### src/rtl/ram_pkg.sv
// Shared types and helpers for the ram_* family of on-chip memories:
// clear-engine FSM states, read-during-write selectors and a width-generic byte merge.
package ram_pkg;

    typedef enum logic {
        ST_CLEAR = 1'b0,
        ST_READY = 1'b1
    } ram_state_e;

    localparam int RDW_OLD = 0;
    localparam int RDW_NEW = 1;

    localparam int MERGE_MAX_BITS  = 1024;
    localparam int MERGE_MAX_BYTES = MERGE_MAX_BITS / 8;

    // Callers zero-extend into the fixed-width arguments and cast the result back to their width.
    function automatic logic [MERGE_MAX_BITS-1:0] byte_merge(
        input logic [MERGE_MAX_BITS-1:0]  old_word,
        input logic [MERGE_MAX_BITS-1:0]  new_word,
        input logic [MERGE_MAX_BYTES-1:0] be
    );
        logic [MERGE_MAX_BITS-1:0] merged;
        merged = old_word;
        for (int i = 0; i < MERGE_MAX_BYTES; i++) begin
            if (be[i]) begin
                merged[8*i +: 8] = new_word[8*i +: 8];
            end
        end
        return merged;
    endfunction

endpackage

### src/rtl/ram_2port_clr_if.sv
// Port bundle for ram_2port_clr: byte-enabled write port, read port, soft clear and status.
// The requester uses master; the RAM uses slave.
interface ram_2port_clr_if #(
    parameter int ADDR_SIZE = 4,
    parameter int DATA_SIZE = 32
);
    localparam int BE_SIZE = DATA_SIZE / 8;

    logic                 clr_req;
    logic                 wr_en;
    logic [ADDR_SIZE-1:0] wr_addr;
    logic [DATA_SIZE-1:0] wr_data;
    logic [BE_SIZE-1:0]   wr_be;
    logic                 rd_en;
    logic [ADDR_SIZE-1:0] rd_addr;
    logic [DATA_SIZE-1:0] rd_data;
    logic                 rd_valid;
    logic                 init_busy;

    modport master (
        output clr_req, wr_en, wr_addr, wr_data, wr_be, rd_en, rd_addr,
        input  rd_data, rd_valid, init_busy
    );

    modport slave (
        input  clr_req, wr_en, wr_addr, wr_data, wr_be, rd_en, rd_addr,
        output rd_data, rd_valid, init_busy
    );

endinterface

### src/rtl/ram_clr_ctrl.sv
// Clear-sweep FSM: owns clr_ptr/init_busy and muxes sweep or user writes onto the array port.
// Latency: sweep is DEPTH cycles; no backpressure, user writes during a sweep are dropped.
module ram_clr_ctrl
    import ram_pkg::*;
#(
    parameter int                   ADDR_SIZE = 4,
    parameter int                   DATA_SIZE = 32,
    parameter logic [DATA_SIZE-1:0] CLR_VALUE = '0
) (
    input  logic                   clk,
    input  logic                   rst,
    input  logic                   clr_req,
    input  logic                   wr_en,
    input  logic [ADDR_SIZE-1:0]   wr_addr,
    input  logic [DATA_SIZE-1:0]   wr_data,
    input  logic [DATA_SIZE/8-1:0] wr_be,
    output logic                   ready,
    output logic                   init_busy,
    output logic                   mem_we,
    output logic [ADDR_SIZE-1:0]   mem_waddr,
    output logic [DATA_SIZE-1:0]   mem_wdata,
    output logic [DATA_SIZE/8-1:0] mem_wbe
);

    ram_state_e           state;
    logic [ADDR_SIZE-1:0] clr_ptr;

    always_ff @(posedge clk or posedge rst) begin
        if (rst) begin
            state     <= ST_CLEAR;
            clr_ptr   <= '0;
            init_busy <= 1'b1;
        end else begin
            case (state)
                ST_CLEAR: begin
                    clr_ptr <= clr_ptr + ADDR_SIZE'(1);
                    if (&clr_ptr) begin
                        state     <= ST_READY;
                        init_busy <= 1'b0;
                    end
                end
                ST_READY: begin
                    if (clr_req) begin
                        state     <= ST_CLEAR;
                        clr_ptr   <= '0;
                        init_busy <= 1'b1;
                    end
                end
                default: begin
                    state     <= ST_CLEAR;
                    clr_ptr   <= '0;
                    init_busy <= 1'b1;
                end
            endcase
        end
    end

    assign ready = (state == ST_READY);

    // Reset holds the FSM in CLEAR, so the sweep write must also be held off while rst is high.
    always_comb begin
        mem_we    = 1'b0;
        mem_waddr = wr_addr;
        mem_wdata = wr_data;
        mem_wbe   = wr_be;
        if (state == ST_CLEAR) begin
            mem_we    = ~rst;
            mem_waddr = clr_ptr;
            mem_wdata = CLR_VALUE;
            mem_wbe   = '1;
        end else begin
            mem_we    = wr_en;
        end
    end

endmodule

### src/rtl/ram_2port_clr.sv
// Simple-dual-port RAM with byte enables, selectable read latency/RDW behaviour and a clear engine.
// Latency: RD_LATENCY (0 or 1); no backpressure, reads and writes are ignored while init_busy=1.
module ram_2port_clr
    import ram_pkg::*;
#(
    parameter int                   ADDR_SIZE  = 4,
    parameter int                   DATA_SIZE  = 32,
    parameter int                   RD_LATENCY = 1,
    parameter int                   RDW_MODE   = 0,
    parameter logic [DATA_SIZE-1:0] CLR_VALUE  = '0
) (
    input  logic             clk,
    input  logic             rst,
    ram_2port_clr_if.slave   bus
);

    localparam int DEPTH   = 1 << ADDR_SIZE;
    localparam int BE_SIZE = DATA_SIZE / 8;

    generate
        if (DATA_SIZE % 8 != 0) begin : g_chk_data
            $fatal(1, "ram_2port_clr: DATA_SIZE must be a multiple of 8");
        end
        if (DATA_SIZE > MERGE_MAX_BITS) begin : g_chk_width
            $fatal(1, "ram_2port_clr: DATA_SIZE exceeds byte_merge width");
        end
        if (RD_LATENCY != 0 && RD_LATENCY != 1) begin : g_chk_lat
            $fatal(1, "ram_2port_clr: RD_LATENCY must be 0 or 1");
        end
        if (RDW_MODE != RDW_OLD && RDW_MODE != RDW_NEW) begin : g_chk_rdw
            $fatal(1, "ram_2port_clr: RDW_MODE must be 0 or 1");
        end
    endgenerate

    logic [DATA_SIZE-1:0] mem [DEPTH];

    logic                 ready;
    logic                 init_busy;
    logic                 mem_we;
    logic [ADDR_SIZE-1:0] mem_waddr;
    logic [DATA_SIZE-1:0] mem_wdata;
    logic [BE_SIZE-1:0]   mem_wbe;

    ram_clr_ctrl #(
        .ADDR_SIZE (ADDR_SIZE),
        .DATA_SIZE (DATA_SIZE),
        .CLR_VALUE (CLR_VALUE)
    ) u_clr_ctrl (
        .clk       (clk),
        .rst       (rst),
        .clr_req   (bus.clr_req),
        .wr_en     (bus.wr_en),
        .wr_addr   (bus.wr_addr),
        .wr_data   (bus.wr_data),
        .wr_be     (bus.wr_be),
        .ready     (ready),
        .init_busy (init_busy),
        .mem_we    (mem_we),
        .mem_waddr (mem_waddr),
        .mem_wdata (mem_wdata),
        .mem_wbe   (mem_wbe)
    );

    assign bus.init_busy = init_busy;

    // Array has no reset; the clear engine is the only initialiser.
    always_ff @(posedge clk) begin
        if (mem_we) begin
            for (int i = 0; i < BE_SIZE; i++) begin
                if (mem_wbe[i]) begin
                    mem[mem_waddr][8*i +: 8] <= mem_wdata[8*i +: 8];
                end
            end
        end
    end

    logic                 rd_ok;
    logic                 collide;
    logic [DATA_SIZE-1:0] stored_word;
    logic [DATA_SIZE-1:0] merged_word;
    logic [DATA_SIZE-1:0] rd_word;

    assign rd_ok       = bus.rd_en & ready;
    assign collide     = bus.wr_en & (bus.wr_addr == bus.rd_addr);
    assign stored_word = mem[bus.rd_addr];
    assign merged_word = DATA_SIZE'(byte_merge(MERGE_MAX_BITS'(stored_word),
                                               MERGE_MAX_BITS'(bus.wr_data),
                                               MERGE_MAX_BYTES'(bus.wr_be)));
    assign rd_word     = (RDW_MODE == RDW_NEW && collide) ? merged_word : stored_word;

    generate
        if (RD_LATENCY == 0) begin : g_rd_comb
            assign bus.rd_data  = rd_ok ? rd_word : '0;
            assign bus.rd_valid = rd_ok;
        end else begin : g_rd_reg
            logic [DATA_SIZE-1:0] rd_data_q;
            logic                 rd_valid_q;

            always_ff @(posedge clk or posedge rst) begin
                if (rst) begin
                    rd_data_q  <= '0;
                    rd_valid_q <= 1'b0;
                end else begin
                    rd_valid_q <= rd_ok;
                    if (rd_ok) begin
                        rd_data_q <= rd_word;
                    end
                end
            end

            assign bus.rd_data  = rd_data_q;
            assign bus.rd_valid = rd_valid_q;
        end
    endgenerate

endmodule

### src/flat_wrapper.sv
// flat-port wrapper written by rule: the top's interface ports become plain ports
module ram_2port_clr_flat import ram_pkg::*;
#(
    parameter int                   ADDR_SIZE  = 4,
    parameter int                   DATA_SIZE  = 32,
    parameter int                   RD_LATENCY = 1,
    parameter int                   RDW_MODE   = 0,
    parameter logic [DATA_SIZE-1:0] CLR_VALUE  = '0
)
  (clk, rst, bus_clr_req, bus_wr_en, bus_wr_addr, bus_wr_data, bus_wr_be, bus_rd_en, bus_rd_addr, bus_rd_data, bus_rd_valid, bus_init_busy);
  ram_2port_clr_if #(.ADDR_SIZE(ADDR_SIZE), .DATA_SIZE(DATA_SIZE)) bus_i ();
  input  logic clk;
  input  logic rst;
  input wire logic [$bits(bus_i.clr_req)-1:0] bus_clr_req;
  input wire logic [$bits(bus_i.wr_en)-1:0] bus_wr_en;
  input wire logic [$bits(bus_i.wr_addr)-1:0] bus_wr_addr;
  input wire logic [$bits(bus_i.wr_data)-1:0] bus_wr_data;
  input wire logic [$bits(bus_i.wr_be)-1:0] bus_wr_be;
  input wire logic [$bits(bus_i.rd_en)-1:0] bus_rd_en;
  input wire logic [$bits(bus_i.rd_addr)-1:0] bus_rd_addr;
  output wire logic [$bits(bus_i.rd_data)-1:0] bus_rd_data;
  output wire logic [$bits(bus_i.rd_valid)-1:0] bus_rd_valid;
  output wire logic [$bits(bus_i.init_busy)-1:0] bus_init_busy;
  assign bus_i.clr_req = bus_clr_req;
  assign bus_i.wr_en = bus_wr_en;
  assign bus_i.wr_addr = bus_wr_addr;
  assign bus_i.wr_data = bus_wr_data;
  assign bus_i.wr_be = bus_wr_be;
  assign bus_i.rd_en = bus_rd_en;
  assign bus_i.rd_addr = bus_rd_addr;
  assign bus_rd_data = bus_i.rd_data;
  assign bus_rd_valid = bus_i.rd_valid;
  assign bus_init_busy = bus_i.init_busy;
  ram_2port_clr #(.ADDR_SIZE(ADDR_SIZE), .DATA_SIZE(DATA_SIZE), .RD_LATENCY(RD_LATENCY), .RDW_MODE(RDW_MODE), .CLR_VALUE(CLR_VALUE)) u_core (.clk(clk), .rst(rst), .bus(bus_i));
endmodule
### config.mk
export PLATFORM = sky130hd
export DESIGN_NAME = ram_2port_clr_flat
export DESIGN_NICKNAME = d
export VERILOG_FILES = /design/src/rtl/ram_pkg.sv /design/src/rtl/ram_2port_clr_if.sv /design/src/rtl/ram_clr_ctrl.sv /design/src/rtl/ram_2port_clr.sv /design/src/flat_wrapper.sv
export SDC_FILE = /design/constraint.sdc
export NUM_CORES = 1
export LEC_CHECK = 0
export ABC_CLOCK_PERIOD_IN_PS = 1700
export BUFFER_PORTS_ARGS = -buffer_cell sky130_fd_sc_hd__buf_2
export CORE_AREA = 2 2 274 276
export DETAILED_ROUTE_END_ITERATION = 10
export DIE_AREA = 0 0 276 278
export GPL_ROUTABILITY_DRIVEN = 0
export PLACE_DENSITY = 0.44
export SETUP_SLACK_MARGIN = 0.15
export SLEW_MARGIN = 0
export SYNTH_ARGS = -nofsm -noshare
export SYNTH_HDL_FRONTEND = slang
export SYNTH_SLANG_ARGS = --single-unit
### constraint.sdc
create_clock -name clk -period 1.7 [get_ports clk]
set_input_delay 0.34 -clock clk [delete_from_list [all_inputs] [get_ports clk]]
set_output_delay 0.34 -clock clk [all_outputs]
set_load 0.05 [all_outputs]
==> results of run 1 <==
## state kept, by name, summed over array words and instances, names as in the netlist
signal and flops:
u_core.u_clr_ctrl.init_busy 1, u_core.bus.rd_valid 1, u_core.u_clr_ctrl.ready 1, u_core.bus.rd_data 32, u_core.mem 512, u_core.u_clr_ctrl.clr_ptr 4
## cells by family (layout without fill, tap and decap cells)
family	after synthesis	count (layout)	synth area share [%]
flip-flops	551	551	74.7
AND/OR/NAND/NOR	340	340	6.95
multiplexers	257	257	11.8
AO/OA/AOI/OAI	122	122	4.01
buffers and inverters	84	381	2.39
XOR/XNOR	2	2	0.0801
adder cells (fa/ha/maj)	1	1	0.0572
## per-stage QoR
step                hold slack (ns)  power, mW  setup slack [ns]  TNS, ns
finish                       0.0607       40.3            -0.143   -41.45
global route                 0.0208       42.1            -0.180   -86.88
CTS                        0.000372       40.6            -0.117   -38.73
detailed placement            0.435       27.0            -0.305  -125.57
floorplan                     0.429       22.6           -0.0484   -16.66
global placement              0.435       26.9            -0.293  -115.07
## placed cells by master, fill, tap and decap left out, types with 2 or more instances in the layout
cell type	instances
a21oi_1	33
a22oi_1	73
a31oi_4	4
and2_1	31
buf_12	99
buf_2	82
buf_4	45
buf_6	31
buf_8	2
bufinv_16	6
clkbuf_1	12
clkbuf_16	63
clkbuf_8	4
clkinv_1	12
clkinv_2	13
clkinvlp_4	2
dfrtp_1	34
dfrtp_2	4
edfxtp_1	512
inv_1	7
mux2i_1	257
nand2_1	122
nand2_2	12
nand2b_1	2
nand3_1	75
nand4_1	23
nor2_1	3
nor2_2	5
nor2_4	62
nor2b_4	2
o22ai_1	3
o32ai_4	6
xnor2_1	2
## critical path, cell delays in order (launching register included)
cell     delay [ns]
dfrtp_2        0.45
buf_12         0.17
o32ai_4        0.34
nand2_2        0.19
buf_6          0.17
nor2_4         0.10
buf_12         0.14
## power breakdown
part	switching [mW]	internal [mW]	leakage [nW]	total [mW]
clock network	5.14	7.61	0.955	12.8
registers	0.634	17.3	5.23	17.9
logic	6.13	3.48	4.11	9.61
total	11.9	28.4	10.3	40.3
## path summary, 6_finish.rpt
kind	from	endpoint	slack, ns
min	bus_clr_req	u_core.u_clr_ctrl.clr_ptr[3]	0.06
max	u_core.u_clr_ctrl.ready	u_core.mem[5][26]	-0.14
min reg2reg	u_core.bus.rd_data[15]	u_core.bus.rd_data[15]	0.47
max reg2reg	u_core.u_clr_ctrl.ready	u_core.mem[5][26]	-0.14
max in group asynchronous	rst	u_core.bus.rd_data[19]	1.08
min in group asynchronous	rst	u_core.bus.rd_data[0]	0.32
## layout make-up
| class | count | share of cell area (%) |
|---|---|---|
| inverters | 8 | 0.106 |
| flip-flops and latches | 551 | 57.6 |
| clock inverters | 34 | 1.12 |
| well taps | 969 | 4.27 |
| repair buffers | 262 | 11.2 |
| clock buffers | 77 | 5.73 |
| multi-input cells | 722 | 20.0 |
## metal layers
layer	up-vias	global-route usage (%)
met5	-	0
li1	5721	-
met4	0	3.36
met2	198	25.7
met1	6276	20.2
met3	64	2.26
## timing repair
action,in CTS,in global routing
setup endpoints to repair,818,866
resized for setup,86,30
endpoints found under the hold margin,38,0
cloned,0,2
buffers inserted,5,0
pin swaps,14,6
hold buffers,1,0
==> metrics.txt, run 1 <==
Die Width=276 um; P_leak=10.3 nW; Final Util=38.5%; post-route cell area=28400 um^2; remaining global-route overflow=0; Post-Syn Area per Cell=16.1 um^2; fin crit share=108%; cell row count=100; Detailed Routing Iterations Pass 1=8; Tightest Pin Transition=0.744 ns; fillcell total=6900; # nets final=1654; first-pass GRT wire length=85.5 mm; root buf cell=clkbuf_16; Req. time, crit path=2.01 ns; Synth area leaders=edfxtp_1 (70%), mux2i_1 (12%), dfrtp_1 (4.3%); DRC Markers=2; Seq/Total Area, Yosys=74.7%; total wire length=57.6 mm; top cells by count, synth=edfxtp_1 (512), mux2i_1 (257), nand2_1 (134), nand3_1 (76), a22oi_1 (73); Mapped Area=21900 um^2; Setup violations, final=549; die area=76700 um^2; Post-synth EDFFs=512; Worst EP arrival=2.15 ns; Die H=278 um; Max transition margin=50.4%; Cell Pwr Density=1420 nW/um^2; synth warn=0; routed wl met3=1.97 mm; n_diodes=0; remaining antenna violation count after routing=0; Worst setup EP type=flop; total track usage=15.0%; top-count cell post-synth=edfxtp_1; core area=73800 um^2; initial core utilization=29.6%; Clock Pin Slew Worst Setup and Hold Paths=0.06 ns; clock skew=0.0159 ns; main flop type after synthesis=edfxtp_1; CTS tree=built; CP startpoint kind=flop; routed vias/inst=4.67; Placed Cells=2504; Hold Fails Final Rpt=0; wire per inst=22.0 um; Worst-Skew Late Latency=0.60 ns; WS Path Type=reg2reg; Starting DRT DRC Count=737; Clock Sinks=551; # IOs=83; status=finished, violations left; register area=16400 um^2; port bufs=82; RSZ-0062 raised after global routing=true; R2R depth=6; share of layout cells above drive strength 1=27.2%; Max Slew Vio Count=0; CP Max Fanout=8; Max Cap Viol=0; cts bufs inserted=59; met2 wire length=28.3 mm; Synth cell types=28; multi-input logic area=5680 um^2; WL met1=26.5 mm; syn_nets=1407; Setup WS post-layout=-0.143 ns; largest net degree at the start of global routing=49; Max Buffers Root-to-Sink=3; dpl cell area=25800 um^2; post-detail-place hpwl=37.4 mm; initial antenna violation count=2; uppermost routed layer=met4; VDD IR max=1.15 mV; area growth from synthesis to layout=29.8%; Mapped Cells=1357; top cell type's share of synthesized area=70.3%; fin cells=2623; hold depth=2; crit path time final=1.84 ns; Synth area leader=edfxtp_1; vias in the first global route=13071; hold crit path type=in2reg; # H-tree levels=2; failing checks=design-rule violations, negative setup slack; asr flop ratio synth=7.08%; synthesized flop and latch total=551; Vias=12259; achievable frequency=0.542 GHz
No activity file was read; power rests on OpenSTA's default activity.
==> inputs of run 2 (changes only) <==
--- a/config.mk
+++ b/config.mk
@@ -7,11 +7,13 @@
 export LEC_CHECK = 0
 export ABC_CLOCK_PERIOD_IN_PS = 1700
 export BUFFER_PORTS_ARGS = -buffer_cell sky130_fd_sc_hd__buf_2
+export CELL_PAD_IN_SITES_DETAIL_PLACEMENT = 1
+export CELL_PAD_IN_SITES_GLOBAL_PLACEMENT = 2
 export CORE_AREA = 2 2 274 276
 export DETAILED_ROUTE_END_ITERATION = 10
 export DIE_AREA = 0 0 276 278
 export GPL_ROUTABILITY_DRIVEN = 0
-export PLACE_DENSITY = 0.44
+export PLACE_DENSITY_LB_ADDON = 0.1
 export SETUP_SLACK_MARGIN = 0.15
 export SLEW_MARGIN = 0
 export SYNTH_ARGS = -nofsm -noshare
==> run 2 against run 1 <==
The flow still finishes with violations (design-rule violations, negative setup slack). First-iteration DRC count rose by 2.7%. Global-route usage grew 1.1 points. Sequential share of layout area is 0.66 points lower. Combinational power increased by 7%. Critical path depth unchanged. Worst hold slack better by 0.15 ns. Final cell count grew 0.53%. Design area up 1.2%. Clock-buffer cell count unchanged. Non-clock buffer count rose by 14. Total power increased by 2.3%. Critical path type unchanged. Largest cell class unchanged. Highest routed layer unchanged.
==> metrics.txt, run 2 (same netlist as run 1, synthesis figures left out) <==
multi-input logic area=5830 um^2; fin crit share=109%; die area=76700 um^2; achievable frequency=0.541 GHz; remaining antenna violation count after routing=0; clock skew=0.0271 ns; P_leak=10.4 nW; CP Max Fanout=13; CP Cell Sequence=buf_12, o32ai_4, nand2_2, buf_6, nor2_4, buf_12; Die Width=276 um; FF-to-FF Start=u_core.u_clr_ctrl.ready; post-detail-place hpwl=40.0 mm; total track usage=16.1%; Req. time, crit path=2.00 ns; remaining global-route overflow=0; RSZ-0062 raised after global routing=true; Worst-Skew Late Latency=0.61 ns; R2R depth=6; Power, Total=41.2 mW; CP startpoint kind=flop; most frequent cells in the layout=edfxtp_1 (512), mux2i_1 (257), nand2_1 (123), buf_12 (91), a22oi_1 (73); Crit. Startpoint=u_core.u_clr_ctrl.ready; first-pass GRT wire length=90.9 mm; register area=16400 um^2; # H-tree levels=2; Clock Sinks=551; most used cell, CP=buf_12; failing checks=design-rule violations, negative setup slack; # IOs=83; Starting DRT DRC Count=757; Max Cap Viol=0; n_diodes=0; Detailed Routing Iterations Pass 1=8; Setup WS post-layout=-0.150 ns; wire per inst=23.8 um; fillcell total=7375; CP max stage cell=dfrtp_2; area growth from synthesis to layout=31.3%; Hold Path Sink=u_core.mem[10][2]; Max transition margin=58.5%; share of layout cells above drive strength 1=30.0%; vias in the first global route=13283; hold crit path type=in2reg; routed vias/inst=4.73; CTS tree=built; cell row count=100; kind of cell adding the most delay to the critical path=buffers and inverters; Die H=278 um; Worst path max stage delay=0.43 ns; Tightest Pin Transition=0.622 ns; WS Path Type=reg2reg; cts bufs inserted=59; core area=73800 um^2; r2r endpoint=u_core.mem[6][25]; Hold Fails Final Rpt=0; crit path time final=1.85 ns; total wire length=62.9 mm; Worst EP arrival=2.15 ns; Vias=12476; # nets final=1668; initial antenna violation count=0; R2R Setup Slk=-0.15 ns; Cell Pwr Density=1440 nW/um^2; Max Slew Vio Count=0; DRC Markers=1; status=finished, violations left; CP bufs+invs=3; port bufs=82; initial core utilization=29.6%; most common cell after layout, fill and taps aside=edfxtp_1; Min-Delay Startpoint=bus_wr_data[2]; root buf cell=clkbuf_16; max reg flops=512; largest net degree at the start of global routing=47; Setup violations, final=576; Clock Pin Slew Worst Setup and Hold Paths=0.06 ns; largest register by flop count=u_core.mem; pre-CTS setup slack=-0.341 ns; Max Buffers Root-to-Sink=3; VDD IR max=0.756 mV; hold depth=2; Worst setup EP type=flop
run 2: metrics by stage:
stage          utilization (%)  std cells  setup TNS [ns]  area [um^2]  hold slack [ns]
2_1_floorplan                -       1357          -16.66        22100            0.429
3_3_place_gp              34.6       2497         -101.78        25600            0.474
3_5_place_dp              34.6       2497         -122.16        25600            0.471
4_1_cts                   37.9       2615          -51.91        28000            0.231
5_1_grt                   38.9       2637          -90.35        28700            0.199
6_report                  38.9       2637          -45.97        28700            0.210
run 2: layer usage:
metal  GRT usage [%]  share of wire (%)
met5               0                  0
met4            3.61                1.7
met3            2.29                3.0
met2            27.0                 49
met1            22.2                 46
run 2: final cells by class:
type	count	share of cell area, %
sequential	551	57.0
multi-input combinational	722	20.3
timing repair buffer	276	11.6
clock buffer	77	5.63
tap	969	4.22
clock inverter	34	1.19
inverter	8	0.105
run 2: what timing repair did:
item,4_1_cts,5_1_grt
gates resized for setup,80,136
gates cloned,0,3
pin swaps,12,42
endpoints found under the hold margin,42,0
buffers inserted,5,19
endpoints found under the setup margin,848,962
hold buffers,2,0
run 2: worst max path at each step:
stage                          to  depth (start not counted)
6_report        u_core.mem[6][25]                          6
3_3_place_gp    u_core.mem[9][11]                          5
2_1_floorplan  u_core.mem[13][10]                          4
5_1_grt         u_core.mem[6][25]                          6
3_5_place_dp   u_core.mem[15][13]                          5
4_1_cts         u_core.mem[4][31]                          7
run 2: worst reg2reg max path, delay by kind of cell (launching register included):
kind | cells | cell delay [ns]
compound gates | 1 | 0.43
simple gates | 2 | 0.23
buf+inv | 3 | 0.48
flops | 1 | 0.43
run 2: report_power, final:
part,switching (mW),total [mW],internal [mW]
sequential,0.669,18.0,17.3
clock,5.27,13.0,7.72
combinational,6.43,10.3,3.85
